<file path="src/rtl/piso_tx.sv">
// Parallel-in serial-out transmitter: accepts a WIDTH-bit word and shifts it out MSB first.
// Define PISO_TX_PARITY_EN to append one even-parity bit after the data bits.
module piso_tx #(
  parameter int WIDTH = 8
) (
  input  logic             CLK,
  input  logic             RST,
  input  logic             LOAD_VALID,
  input  logic [WIDTH-1:0] DATA,
  output logic             LOAD_READY,
  output logic             SOUT,
  output logic             SVALID,
  output logic             DONE
);
  localparam int CW = (WIDTH > 1) ? $clog2(WIDTH) : 1;
  localparam logic [CW-1:0] LAST = CW'(WIDTH - 1);

`ifdef PISO_TX_PARITY_EN
  typedef enum logic [1:0] {IDLE, SHIFT, PAR, FIN} state_t;
`else
  typedef enum logic [1:0] {IDLE, SHIFT, FIN} state_t;
`endif

  state_t           state_q, state_d;
  logic [WIDTH-1:0] sr_q, sr_d;
  logic [CW-1:0]    cnt_q, cnt_d;
  logic             sout_d, svalid_d, done_d, ready_d;
`ifdef PISO_TX_PARITY_EN
  logic             par_q, par_d;
`endif

  // Outputs are computed for the next state and registered, so no input reaches an output combinationally.
  always_comb begin
    state_d  = state_q;
    sr_d     = sr_q;
    cnt_d    = cnt_q;
    sout_d   = 1'b0;
    svalid_d = 1'b0;
    done_d   = 1'b0;
    ready_d  = 1'b0;
`ifdef PISO_TX_PARITY_EN
    par_d    = par_q;
`endif
    case (state_q)
      IDLE: begin
        if (LOAD_VALID) begin
          state_d  = SHIFT;
          sr_d     = DATA;
          cnt_d    = '0;
          sout_d   = DATA[WIDTH-1];
          svalid_d = 1'b1;
`ifdef PISO_TX_PARITY_EN
          par_d    = ^DATA;
`endif
        end else begin
          ready_d = 1'b1;
        end
      end
      SHIFT: begin
        // Counter holds at LAST on exit rather than wrapping.
        if (cnt_q == LAST) begin
`ifdef PISO_TX_PARITY_EN
          state_d  = PAR;
          sout_d   = par_q;
          svalid_d = 1'b1;
`else
          state_d  = FIN;
          done_d   = 1'b1;
`endif
        end else begin
          cnt_d    = cnt_q + 1'b1;
          sr_d     = {sr_q[WIDTH-2:0], 1'b0};
          sout_d   = sr_q[WIDTH-2];
          svalid_d = 1'b1;
        end
      end
`ifdef PISO_TX_PARITY_EN
      PAR: begin
        state_d = FIN;
        done_d  = 1'b1;
      end
`endif
      FIN: begin
        state_d = IDLE;
        ready_d = 1'b1;
      end
      default: begin
        state_d = IDLE;
        ready_d = 1'b1;
      end
    endcase
  end

  always_ff @(posedge CLK or negedge RST) begin
    if (!RST) begin
      state_q    <= IDLE;
      sr_q       <= '0;
      cnt_q      <= '0;
      LOAD_READY <= 1'b1;
      SOUT       <= 1'b0;
      SVALID     <= 1'b0;
      DONE       <= 1'b0;
`ifdef PISO_TX_PARITY_EN
      par_q      <= 1'b0;
`endif
    end else begin
      state_q    <= state_d;
      sr_q       <= sr_d;
      cnt_q      <= cnt_d;
      LOAD_READY <= ready_d;
      SOUT       <= sout_d;
      SVALID     <= svalid_d;
      DONE       <= done_d;
`ifdef PISO_TX_PARITY_EN
      par_q      <= par_d;
`endif
    end
  end

endmodule

</file>
<file path="config.mk">
export PLATFORM = sky130hd
export DESIGN_NAME = piso_tx
export DESIGN_NICKNAME = d
export VERILOG_FILES = /design/src/rtl/piso_tx.sv
export SDC_FILE = /design/constraint.sdc
export NUM_CORES = 1
export LEC_CHECK = 0
export ABC_AREA = 1
export BUFFER_PORTS_ARGS = -buffer_cell sky130_fd_sc_hd__buf_2
export CAP_MARGIN = 20
export CORE_MARGIN = 8
export CORE_UTILIZATION = 35
export CTS_CLUSTER_SIZE = 20
export DETAILED_ROUTE_END_ITERATION = 7
export GPL_TIMING_DRIVEN = 0
export PLACE_DENSITY = 0.57
export SYNTH_ARGS = -nofsm -noshare
export SYNTH_HDL_FRONTEND = slang
export SYNTH_SLANG_ARGS = --single-unit
</file>
<file path="constraint.sdc">
create_clock -name CLK -period 1.3 [get_ports CLK]
set_input_delay 0.13 -clock CLK [delete_from_list [all_inputs] [get_ports CLK]]
set_output_delay 0.13 -clock CLK [all_outputs]
set_load 0.01 [all_outputs]
</file>
==> impl_summary.log <==
INFO  metric detail_route.wirelength = 1850 um
INFO  metric worstPathRequired = 1480 ps
INFO  metric synth_area = 757 sq um
INFO  metric initialDrtViolationCount = 14
INFO  metric end_kind = flop
INFO  metric cts_sinks = 16
INFO  metric maxCapViolCount = 0
INFO  metric ys.warnings.count = 0
INFO  metric fmaxAchievable = 0.751 GHz
INFO  metric critical_path_peak_fanout = 5
INFO  metric worst_slack = -32.2 ps
INFO  metric tns = -127 ps
INFO  metric highest_count_cells_in_the_layout_ignoring_fill_and_taps = nand2_1, dfrtp_1, buf_2
INFO  metric cts.path.max_buffers = 2
INFO  metric cts-buffers-inserted = 3
INFO  metric antenna_found_initial = 0
INFO  metric final_common_cell = nand2_1
INFO  metric leakagePower = 0.530 nW
INFO  metric finish.net_count = 124
INFO  metric met1_layer_wirelength_in_the_final_routing = 812 um
INFO  metric setup_viol = 9
INFO  metric grt_first_pass_wirelength = 3100 um
INFO  metric irDropWorstVdd = 0.00113 V
INFO  metric tightestPinTransition = 362 ps
INFO  metric dieArea = 3910 sq um
INFO  metric port-buffer-count = 14
INFO  metric ff2ff_path_depth = 7
INFO  metric htreeDepth = 1
INFO  metric synth_fp_nets = 100
INFO  metric timing.final.crit_period = 1330 ps
INFO  metric tritoncts = yes
INFO  metric power_density = 2200 nW/um^2
INFO  metric io_pins = 15
INFO  metric topRoutingLayerUsed = met4
INFO  metric period_share = 102%
INFO  metric grtUsageTotal = 9.77%
INFO  metric failed_checks = setup timing
INFO  metric final-hold-violation-count = 0
INFO  metric place.detailed.hpwl = 1180 um
INFO  metric hold_path_depth = 2
INFO  metric slew_violations = 0
INFO  metric dr_wl_met3 = 95 um
INFO  metric chipWidth = 62.5 um
INFO  metric synth.lib_cells_used.distinct = 16
INFO  metric drt-vias-per-instance = 4.75
INFO  metric critical_path_arrival = 1510 ps
INFO  metric pre_antenna_drt_iters = 4
INFO  metric detail_route.wl_per_cell = 13.4 um
INFO  metric floorplan.core_area = 2130 sq um
INFO  metric drc = 0
INFO  metric die_height = 62.5 um
INFO  metric timing.critical_path.from_type = flop
INFO  metric clk_transition_reported_paths = 100 ps
INFO  metric ys_ff_latch = 16
INFO  metric row_count = 17
INFO  metric ctsRootBufferMaster = clkbuf_4
INFO  metric worst_slew_margin_rel = 75.8%
INFO  metric met2RoutedLength = 915 um
INFO  metric ant_nets = 0
INFO  metric fin_util = 47.9%
INFO  metric avgSynthCellArea = 8.70 sq um
INFO  metric outcome = finished with violations
INFO  metric clock_skew = 7.45 ps
INFO  metric initial_core_util = 35.6%
INFO  metric dr_total_vias = 655
INFO  metric worst-setup-path-type = flop to flop
INFO  metric final_layout_size_suffix_gt1_share = 40.9%
INFO  metric antennaDiodeCount = 0
INFO  metric seq_area_frac_synth = 53.1%
INFO  metric gpl.final_weighted_congestion = 0.788
INFO  metric syn-instance-count = 87
INFO  metric hold_class = input port to flop
INFO  metric largest_net_degree_at_the_start_of_global_routing = 17
INFO  metric vias_in_the_first_global_route = 687
INFO  metric clk-insertion-delay-late = 290 ps
INFO  metric grt_overflow_total = 0
INFO  metric area_growth = 34.5%
INFO  metric unrepaired_setup_endpoints_after_global_routing = true
[synth_stat cells]
master / n / share of area (%)
buf_6: 1 / 1.5
nand3_1: 17 / 11
dfrtp_1: 15 / 50
nand4_1: 1 / 0.83
o21ai_0: 1 / 0.66
nand2_2: 3 / 2.5
inv_1: 2 / 0.99
o21ai_1: 1 / 0.66
dfstp_2: 1 / 3.5
ha_1: 2 / 3.3
nor2_1: 5 / 2.5
nand2_1: 32 / 16
nand3_2: 2 / 2.6
inv_2: 1 / 0.50
clkbuf_8: 1 / 1.8
buf_4: 2 / 2.0
[where the power goes]
group	total [mW]	switching [mW]	internal, mW
sequential	0.798	0.108	0.690
combinational	1.11	0.630	0.482
clock	0.331	0.161	0.170
total	2.24	0.899	1.34
[cells by family after synthesis]
family          after synthesis  share of synthesized area (%)
flops                        16                           53.1
fa+ha+maj                     2                           3.31
simple gates                 60                           35.5
buf+inv                       7                           6.78
compound gates                2                           1.32
[worst max-delay path, cell delays in order, from the launching register on]
cell     delay (ps)
dfrtp_1         420
ha_2            220
ha_4            160
inv_4            60
nand3_4          90
buf_6           160
nand3_2          60
nand2_2          50
[flip-flops by register name, indices dropped and copies added (netlist names)]
register and cells:
sr_q 7, cnt_q 3, state_q 2, DONE 1, LOAD_READY 1, SOUT 1, SVALID 1
[stage by stage]
step / setup WS (ps) / hold WS [ps] / total power [mW] / cell area (sq um) / cells
floorplan: 4.73 / -166 / 1.43 / 757 / 87
global placement: -105 / 67.5 / 1.64 / 862 / 129
detailed placement: -111 / 60.4 / 1.67 / 862 / 129
CTS: 0.693 / 65.0 / 2.14 / 963 / 138
global route: -73.5 / 93.3 / 2.43 / 1020 / 138
finish: -32.2 / 73.0 / 2.24 / 1020 / 138
[cell type report]
type	instances	area, sq um
Sequential cell	16	402
Tap cell	28	35.0
Timing Repair Buffer	19	114
Multi-Input combinational cell	64	374
Clock buffer	4	36.3
Buffer	4	43.8
Inverter	3	13.8
Fill cell	215	1110
[what timing repair did]
| action | CTS | global route |
|---|---|---|
| hold endpoints to repair | 15 | 0 |
| pin swaps | 2 | 9 |
| resized for setup | 7 | 11 |
| cloned | 1 | 0 |
| hold buffers | 1 | 0 |
| buffers inserted | 3 | 0 |
| endpoints found under the setup margin | 11 | 10 |
[per-layer routing]
layer	vias up	track usage, %
met5	-	0
met4	0	5.41
met3	4	3.41
met2	17	15.5
met1	308	11.2
li1	326	-
[final timing paths]
path                                        end                  from  slack (ps)
setup / recovery            sr_q[3]$_DFFE_PN0P_  cnt_q[0]$_DFFE_PN0P_         -30
hold / removal             LOAD_READY$_DFF_PN1_            LOAD_VALID          70
setup reg to reg            sr_q[3]$_DFFE_PN0P_  cnt_q[0]$_DFFE_PN0P_         -30
hold reg to reg             sr_q[5]$_DFFE_PN0P_   sr_q[5]$_DFFE_PN0P_         520
max in group asynchronous  LOAD_READY$_DFF_PN1_                   RST         710
min in group asynchronous   sr_q[0]$_DFFE_PN0P_                   RST         270
No activity file was read; power rests on OpenSTA's default activity.
